**config.mk**
```make
export PLATFORM = sky130hd
export DESIGN_NAME = mips_writeback_queue
export DESIGN_NICKNAME = d
export VERILOG_FILES = /design/src/rtl/mips_wb_pkg.sv /design/src/rtl/mips_wb_fifo.sv /design/src/rtl/mips_writeback_queue.sv
export SDC_FILE = /design/constraint.sdc
export NUM_CORES = 1
export LEC_CHECK = 0
export ABC_AREA = 1
export CAP_MARGIN = 0
export CORE_MARGIN = 8
export CORE_UTILIZATION = 50
export CTS_CLUSTER_SIZE = 40
export DETAILED_ROUTE_END_ITERATION = 10
export PLACE_DENSITY = 0.75
export SLEW_MARGIN = 0
export SYNTH_ARGS = -nofsm -noshare
export SYNTH_HDL_FRONTEND = slang
export SYNTH_HIERARCHICAL = 1
export SYNTH_SLANG_ARGS = --single-unit
```
**constraint.sdc**
```tcl
create_clock -name clk -period 8.8 [get_ports clk]
set_input_delay 2.2 -clock clk [delete_from_list [all_inputs] [get_ports clk]]
set_output_delay 2.2 -clock clk [all_outputs]
set_load 0.005 [all_outputs]
```
**src/rtl/mips_wb_pkg.sv**
```systemverilog
// Shared types and constants for the MIPS writeback queue.
//   wb_entry_t : one pending register write {reg_idx, data} at the default widths
//   REG_ZERO   : hard-wired zero register index; writes to it are discarded
package mips_wb_pkg;

  localparam int unsigned WB_ADDR_W = 5;
  localparam int unsigned WB_DATA_W = 32;
  localparam int unsigned REG_ZERO  = 0;

  typedef struct packed {
    logic [WB_ADDR_W-1:0] reg_idx;
    logic [WB_DATA_W-1:0] data;
  } wb_entry_t;

endpackage

```
**src/rtl/mips_wb_fifo.sv**
```systemverilog
// Dual-push / single-pop circular buffer.
//   clk, reset      : clock, synchronous active-low reset (clears pointers and count)
//   push_a, data_a  : older push of this cycle
//   push_b, data_b  : younger push of this cycle (lands after data_a when both push)
//   head            : oldest entry (valid when count != 0)
//   count           : occupied entries; head pops on every edge with count != 0
//   entries, valid  : all slots rotated so index 0 is the oldest; valid marks occupied slots
module mips_wb_fifo #(
  parameter int unsigned DEPTH = 4,
  parameter int unsigned W     = 37
) (
  input  logic                          clk,
  input  logic                          reset,
  input  logic                          push_a,
  input  logic [W-1:0]                  data_a,
  input  logic                          push_b,
  input  logic [W-1:0]                  data_b,
  output logic [W-1:0]                  head,
  output logic [$clog2(DEPTH):0]        count,
  output logic [DEPTH-1:0][W-1:0]       entries,
  output logic [DEPTH-1:0]              valid
);

  localparam int unsigned PW = $clog2(DEPTH);
  localparam int unsigned CW = PW + 1;

  logic [W-1:0]  mem [DEPTH];
  logic [PW-1:0] rd_ptr;
  logic [PW-1:0] wr_ptr;
  logic [PW-1:0] wr_ptr_b;
  logic          pop;

  assign pop      = (count != '0);
  assign wr_ptr_b = push_a ? wr_ptr + PW'(1) : wr_ptr;

  always_ff @(posedge clk) begin
    if (!reset) begin
      rd_ptr <= '0;
      wr_ptr <= '0;
      count  <= '0;
    end else begin
      rd_ptr <= rd_ptr + PW'(pop);
      wr_ptr <= wr_ptr + PW'(push_a) + PW'(push_b);
      count  <= count + CW'(push_a) + CW'(push_b) - CW'(pop);
    end
  end

  // Storage needs no reset: stale slots are masked by count.
  always_ff @(posedge clk) begin
    if (push_a) mem[wr_ptr]   <= data_a;
    if (push_b) mem[wr_ptr_b] <= data_b;
  end

  always_comb begin
    entries = '0;
    valid   = '0;
    for (int unsigned k = 0; k < DEPTH; k++) begin
      entries[k] = mem[rd_ptr + PW'(k)];
      valid[k]   = (CW'(k) < count);
    end
  end

  assign head = entries[0];

endmodule

```
**src/rtl/mips_writeback_queue.sv**
```systemverilog
// Writeback queue feeding the single register-file write port.
// ALU and load results are queued in order (ALU before load on the same edge)
// and drained one per cycle; pending values can be looked up by decode.
// Optional feature macro: WB_BYPASS_EN (pending-value lookup; ports tie to 0 when undefined).
//   clk, reset                      : clock, synchronous active-low reset
//   alu_valid/ready/reg/data        : ALU result handshake
//   mem_valid/ready/reg/data        : load result handshake
//   write_enable/reg/data           : register-file write port (head of queue)
//   look_reg_n/look_hit_n/look_data_n : pending-value lookup, youngest match wins
//   count                           : occupied entries
module mips_writeback_queue
  import mips_wb_pkg::*;
#(
  parameter int unsigned DEPTH  = 4,
  parameter int unsigned DATA_W = 32,
  parameter int unsigned ADDR_W = 5
) (
  input  logic                     clk,
  input  logic                     reset,
  input  logic                     alu_valid,
  output logic                     alu_ready,
  input  logic [ADDR_W-1:0]        alu_reg,
  input  logic [DATA_W-1:0]        alu_data,
  input  logic                     mem_valid,
  output logic                     mem_ready,
  input  logic [ADDR_W-1:0]        mem_reg,
  input  logic [DATA_W-1:0]        mem_data,
  output logic                     write_enable,
  output logic [ADDR_W-1:0]        write_reg,
  output logic [DATA_W-1:0]        write_data,
  input  logic [ADDR_W-1:0]        look_reg_1,
  output logic                     look_hit_1,
  output logic [DATA_W-1:0]        look_data_1,
  input  logic [ADDR_W-1:0]        look_reg_2,
  output logic                     look_hit_2,
  output logic [DATA_W-1:0]        look_data_2,
  output logic [$clog2(DEPTH):0]   count
);

  localparam int unsigned CW = $clog2(DEPTH) + 1;
  localparam int unsigned EW = ADDR_W + DATA_W;

  logic                    alu_push;
  logic                    mem_push;
  logic                    push_a;
  logic                    push_b;
  logic [EW-1:0]           data_a;
  logic [EW-1:0]           data_b;
  logic [EW-1:0]           head;
  logic [DEPTH-1:0][EW-1:0] entries;
  logic [DEPTH-1:0]        valid;

  // Ready looks at the current count only; the same-cycle pop is not credited.
  assign alu_ready = (count < CW'(DEPTH));
  assign mem_ready = (count <= CW'(DEPTH - 2)) || ((count < CW'(DEPTH)) && !alu_valid);

  // Register-0 writes complete the handshake but never enter the queue.
  assign alu_push = alu_valid && alu_ready && (alu_reg != ADDR_W'(REG_ZERO));
  assign mem_push = mem_valid && mem_ready && (mem_reg != ADDR_W'(REG_ZERO));

  // Compact the two sources so the older accepted result always uses slot a.
  assign push_a = alu_push || mem_push;
  assign push_b = alu_push && mem_push;
  assign data_a = alu_push ? {alu_reg, alu_data} : {mem_reg, mem_data};
  assign data_b = {mem_reg, mem_data};

  mips_wb_fifo #(
    .DEPTH (DEPTH),
    .W     (EW)
  ) u_fifo (
    .clk     (clk),
    .reset   (reset),
    .push_a  (push_a),
    .data_a  (data_a),
    .push_b  (push_b),
    .data_b  (data_b),
    .head    (head),
    .count   (count),
    .entries (entries),
    .valid   (valid)
  );

  assign write_enable = (count != '0);
  assign write_reg    = write_enable ? head[EW-1:DATA_W] : '0;
  assign write_data   = write_enable ? head[DATA_W-1:0]  : '0;

`ifdef WB_BYPASS_EN
  // Scan oldest to youngest so the last match (youngest) wins.
  always_comb begin
    look_hit_1  = 1'b0;
    look_data_1 = '0;
    look_hit_2  = 1'b0;
    look_data_2 = '0;
    for (int unsigned k = 0; k < DEPTH; k++) begin
      if (valid[k] && look_reg_1 != ADDR_W'(REG_ZERO) && entries[k][EW-1:DATA_W] == look_reg_1) begin
        look_hit_1  = 1'b1;
        look_data_1 = entries[k][DATA_W-1:0];
      end
      if (valid[k] && look_reg_2 != ADDR_W'(REG_ZERO) && entries[k][EW-1:DATA_W] == look_reg_2) begin
        look_hit_2  = 1'b1;
        look_data_2 = entries[k][DATA_W-1:0];
      end
    end
  end
`else
  logic unused_lookup;
  assign unused_lookup = ^{look_reg_1, look_reg_2, entries, valid};
  assign look_hit_1  = 1'b0;
  assign look_data_1 = '0;
  assign look_hit_2  = 1'b0;
  assign look_data_2 = '0;
`endif

endmodule

```
# Word-level counts from Yosys, hierarchy flattened
# Memories as Yosys holds them, arrays and structs flattened. A register that Yosys moved wholly into a read port is not among the register bits.
# Cells that the tools add are included.
# W data, S select, Z words.
[classes] n_addsub=7 magnitude_cmp=2 mux=9 n_reduce_logical=12
[op_table] cell="$mux W37" n=1
[op_table] cell="$mux W32" n=1
[op_table] cell="$reduce_bool A5 Y1" n=2
[op_table] cell="$add A2 B1 Y2" n=3
[op_table] cell="$add A3 B1 Y3" n=2
[op_table] cell="$logic_and A1 B1 Y1" n=6
[op_table] cell="$mux W5" n=1
[op_table] cell="$mux W1" n=4
[op_table] cell="$mux W2" n=2
[op_table] cell="$le A3 B2 Y1 const B" n=1
[op_table] cell="$lt A3 B3 Y1 const B" n=1
[op_table] cell="$reduce_bool A3 Y1" n=1
[op_table] cell="$sub A3 B1 Y3" n=1
[op_table] cell="$add A2 B1 Y2 const B" n=1
[op_table] cell="$logic_or A1 B1 Y1" n=2
[op_table] cell="$logic_not A1 Y1" n=1
[word_totals] regBits=7 ram_bits=148 in_bits=88 out_inout_bits=109 elab_cells=34 memories=1
[mem_list] name="u_fifo.mem" words=4 width=37 read_ports=1 rd_clocked_by_memory_dff=1 write_ports=2 line_no="mips_wb_fifo.sv:27" source="logic [W-1:0] mem [DEPTH];"

# Longest topological paths before layout
[depth] depth_word=9 depth_mapped=14 ltp_nobuf=12

# Modules after synthesis
# The synthesis kept the hierarchy.
[modules_own_cells] module="mips_wb_fifo" n_inst=1 cells_per_inst=1439 area_each_um2=10963.0 seq_area_each_um2=4584.4
[modules_own_cells] module="mips_writeback_queue" n_inst=1 cells_per_inst=289 area_each_um2=1416.4 seq_area_each_um2=0.0

# Worst setup path before layout
# No wires, ideal clock.
[synth_timing] kind="input to register" start="input port alu_reg[2]" end="memory u_fifo.mem[2][0] (enable)" setup_ns=0.395 arrival_ns=4.449 t_required_ns=8.405 setup_slack_ns=3.957 path_stages=13 path_buffers=4 path_cell_list="nor2_1 -> nand3_2 -> nand2_2 -> buf_2 -> nand2_1 -> buf_4 -> inv_4 -> nand2_1 -> nand2_1 -> nand3_1 -> buf_2 -> buf_4 -> nand2_1"
[synth_lines] item="from (decl)" line_no="mips_writeback_queue.sv:22" source="input logic [ADDR_W-1:0] alu_reg,"
[synth_lines] item="to (decl)" line_no="mips_wb_fifo.sv:27"

==> impl_results.html <==
<table>
<tr><th>Metric</th><th>Value</th></tr>
<tr><th colspan="2">Outcome</th></tr>
<tr><td>Outcome</td><td>finished, final reports clean</td></tr>
<tr><th colspan="2">Power and ir drop</th></tr>
<tr><td>LEAKAGE</td><td>5.22 nW</td></tr>
<tr><td>Switching part of the total power</td><td>0.405</td></tr>
<tr><td>Pwr dens</td><td>321 nW/µm²</td></tr>
<tr><td>Portion of total power attributed to sequential cells</td><td>0.357</td></tr>
<tr><td>Part of the total power dissipated in the clock network</td><td>0.167</td></tr>
<tr><td>Sw Pwr</td><td>approximately 1.5 mW</td></tr>
<tr><td>Internal power summed over all cells</td><td>2.17 mW</td></tr>
<tr><td>Gate power share</td><td>0.476</td></tr>
<tr><td>Worst IR Drop VDD</td><td>~0.27 mV</td></tr>
<tr><th colspan="2">Drt</th></tr>
<tr><td>Vias post-DR</td><td>between 8000 and 9000</td></tr>
<tr><td>Final Routed Wirelength</td><td>~26000 µm</td></tr>
<tr><td>Via-to-Cell Ratio</td><td>about 5.2</td></tr>
<tr><td>Number of design-rule violations left by the first detailed-router iteration</td><td>682</td></tr>
<tr><td>Average routed wire per standard cell</td><td>about 16 µm</td></tr>
<tr><td>TritonRoute pass-1 iters</td><td>5</td></tr>
<tr><td>Number of routed nets with antenna violations</td><td>0</td></tr>
<tr><td>Number of DRC violations after detailed routing</td><td>0</td></tr>
<tr><th colspan="2">Synth</th></tr>
<tr><td>Instance count of the mapped netlist</td><td>around 1300</td></tr>
<tr><td>Warnings from Yosys</td><td>6</td></tr>
<tr><td>Netlist Area Pre-Place</td><td>10200 µm²</td></tr>
<tr><td>Average footprint of a synthesized cell</td><td>a little under 8 µm²</td></tr>
<tr><th colspan="2">Floorplan</th></tr>
<tr><td>Die boundary width</td><td>159 µm</td></tr>
<tr><td>Die ar.</td><td>approximately 25000 µm²</td></tr>
<tr><td>Number of core rows</td><td>52</td></tr>
<tr><td>Height of the die</td><td>159 µm</td></tr>
<tr><td>Core box area</td><td>slightly above 20000 µm²</td></tr>
<tr><td>Effective utilization at floorplan</td><td>0.507</td></tr>
<tr><td>Number of I/O pins</td><td>a little under 200</td></tr>
<tr><th colspan="2">Layout</th></tr>
<tr><td>Number of flip-flops under the largest register name</td><td>148</td></tr>
<tr><td>Area growth syn-to-layout</td><td>11.5%</td></tr>
<tr><td>Fill cell instance count of the final layout</td><td>1807</td></tr>
<tr><td>Net total in the final layout</td><td>about 1400</td></tr>
<tr><td>Share of final-layout standard cells stronger than drive strength 1</td><td>0.0384</td></tr>
<tr><td>Utilization after layout</td><td>0.565</td></tr>
<tr><td>Ant. Diodes</td><td>0</td></tr>
<tr><th colspan="2">STA</th></tr>
<tr><td>Fin crit share</td><td>0.784</td></tr>
<tr><td>Final period demand of the worst path</td><td>around 6900 ps</td></tr>
<tr><td>Total Negative Setup Slacks</td><td>0 ps</td></tr>
<tr><td>Final number of hold-violating endpoints</td><td>0</td></tr>
<tr><td>Post-route setup slack</td><td>1900 ps</td></tr>
<tr><td>Max Fclk</td><td>145 MHz</td></tr>
<tr><td>Tightest slew margin relative to the limit</td><td>0.194</td></tr>
<tr><td>Layout Skew</td><td>3.89 ps</td></tr>
<tr><td>Count of final setup violators</td><td>0</td></tr>
<tr><td>Unrepaired setup endpoints after global routing</td><td>no</td></tr>
<tr><td>Final max-slew violation count</td><td>0</td></tr>
<tr><td>Actual slew at the worst max-slew pin</td><td>1200 ps</td></tr>
<tr><th colspan="2">Critical path</th></tr>
<tr><td>Buf+Inv Stages, Crit Path</td><td>3</td></tr>
<tr><td>Worst setup EP type</td><td>flip-flop</td></tr>
<tr><td>Delay contributed by the slowest stage of the critical path</td><td>1350 ps</td></tr>
<tr><td>Type of the worst setup path</td><td>in2reg</td></tr>
<tr><td>Kind of start point of the critical path</td><td>input port</td></tr>
<tr><td>Top Family by Delay on Critical Path</td><td>simple AND/OR/NAND/NOR gates</td></tr>
<tr><td>CP max stage cell</td><td>sky130_fd_sc_hd__nand2_2</td></tr>
<tr><td>Critical path fanouts, max</td><td>38</td></tr>
<tr><td>Ordered list of cells on the worst path</td><td>clkdlybuf4s50_1 -&gt; inv_1 -&gt; nor2_4 -&gt; buf_4 -&gt; nand2_2 -&gt; nor2_4 -&gt; nand3_2 -&gt; nand2_2</td></tr>
<tr><td>Worst endpoint required time</td><td>8840 ps</td></tr>
<tr><td>Critical Path AT</td><td>6930 ps</td></tr>
<tr><th colspan="2">Clock network</th></tr>
<tr><td>Cells resized by post-CTS repair</td><td>0</td></tr>
<tr><td>Clock buffer depth</td><td>2</td></tr>
<tr><td>Number of H-tree levels</td><td>4</td></tr>
<tr><td>CTS root buf</td><td>sky130_fd_sc_hd__clkbuf_16</td></tr>
<tr><td>Setup fix buffers added after clock tree synthesis</td><td>0</td></tr>
<tr><td>Clock Pin Slew Worst Setup and Hold Paths</td><td>roughly 50 ps</td></tr>
<tr><td>Cts hold-fix bufs</td><td>0</td></tr>
<tr><td>Clock latency on the worst-skew pair</td><td>430 ps</td></tr>
<tr><td>Clock sink count</td><td>155</td></tr>
<tr><td>Number of buffers inserted during clock tree synthesis</td><td>17</td></tr>
<tr><td>CTS tree</td><td>yes</td></tr>
<tr><th colspan="2">Place</th></tr>
<tr><td>Total half-perimeter wirelength after legalization and detailed placement</td><td>15300 µm</td></tr>
<tr><td>Gpl congestion</td><td>~0.75</td></tr>
<tr><td>Count of input and output buffers</td><td>120</td></tr>
<tr><td>DP Worst Slack</td><td>about 1500 ps</td></tr>
<tr><th colspan="2">Min path</th></tr>
<tr><td>Path class of the lowest-slack min-delay path</td><td>reg2reg</td></tr>
<tr><th colspan="2">GRT</th></tr>
<tr><td>Met3 track utilization from global routing</td><td>0.0509</td></tr>
<tr><td>Congestion Overflow GR</td><td>0</td></tr>
<tr><td>Number of global-route vias before repair</td><td>8177</td></tr>
<tr><td>Pin count of the biggest net entering global routing</td><td>82</td></tr>
<tr><td>Antenna violations before repair</td><td>0</td></tr>
<tr><td>Met2 capacity usage during global routing</td><td>0.351</td></tr>
<tr><td>GRT Resource Usage Total</td><td>0.206</td></tr>
<tr><td>Layer with the highest usage</td><td>met2</td></tr>
<tr><td>Met1 global-route usage</td><td>0.236</td></tr>
<tr><td>First-pass GRT wire length</td><td>41700 µm</td></tr>
<tr><th colspan="2">Job</th></tr>
<tr><td>Number of violations of the max-capacitance limit</td><td>0</td></tr>
</table>
final cells by class:
class | count | area [µm²] | share of cell area
Tap cell | 270 | 338 | 0.0297
Inverter | 131 | 494 | 0.0435
Multi-Input combinational cell | 907 | 4180 | 0.368
Timing Repair Buffer | 131 | 1280 | 0.113
Clock inverter | 7 | 28.8 | 0.00253
Sequential cell | 155 | 4590 | 0.404
Clock buffer | 22 | 444 | 0.0391
worst reg2reg max path: cells and delay by family (launching register included):
kind                   cells  cell delay [ps]
buffers and inverters      1              430
AND/OR/NAND/NOR            5             3790
flip-flops                 1              360
metal layers:
layer / wire [µm] / vias up / share of wire
met5: 0 / - / 0
met4: 731 / 0 / 0.028
met3: 2600 / 53 / 0.099
met2: 12900 / 437 / 0.49
met1: 10100 / 3777 / 0.38
li1: - / 4105 / -
power by group through the flow:
stage / logic, mW / registers [mW] / clock network (mW)
global placement: 1.69 / 1.30 / 0
global route: 1.93 / 1.33 / 0.644
floorplan: 1.35 / 1.24 / 0
detailed placement: 1.73 / 1.31 / 0
CTS: 1.74 / 1.30 / 0.613
finish: 1.74 / 1.30 / 0.609
metrics by stage:
| step | instance area [µm²] | power, mW | cells | hold WS, ps |
|---|---|---|---|---|
| detailed placement | 10900 | 3.04 | 1594 | 618 |
| global route | 11400 | 3.90 | 1623 | 652 |
| finish | 11400 | 3.64 | 1623 | 643 |
| CTS | 11400 | 3.65 | 1623 | 633 |
| global placement | 10900 | 2.99 | 1594 | 595 |
| floorplan | 10400 | 2.59 | 1384 | 537 |
cells in the final DEF (no fill, tap or decap), drive strengths merged:
cell           count
nand2            549
edfxtp           148
inv              131
clkdlybuf4s50    120
nand4             74
o21ai             74
conb              66
nor2              50
nand3             44
mux2i             37
clkbuf            22
buf               11
ha                 7
clkinv             7
dfxtp              7
fa                 3
xor2               2
xnor2              1
path summary, 6_finish.rpt:
path	endpoint	slack (ps)	start	cells past startpoint
setup / recovery	u_fifo/mem[0][24]	1900	alu_valid	8
hold / removal	u_fifo/wr_ptr[1]	640	u_fifo/wr_ptr[1]	2
setup reg to reg	u_fifo/mem[0][24]	3820	u_fifo/count[2]	6
hold reg to reg	u_fifo/wr_ptr[1]	640	u_fifo/wr_ptr[1]	2
No activity file was read; power rests on OpenSTA's default activity.
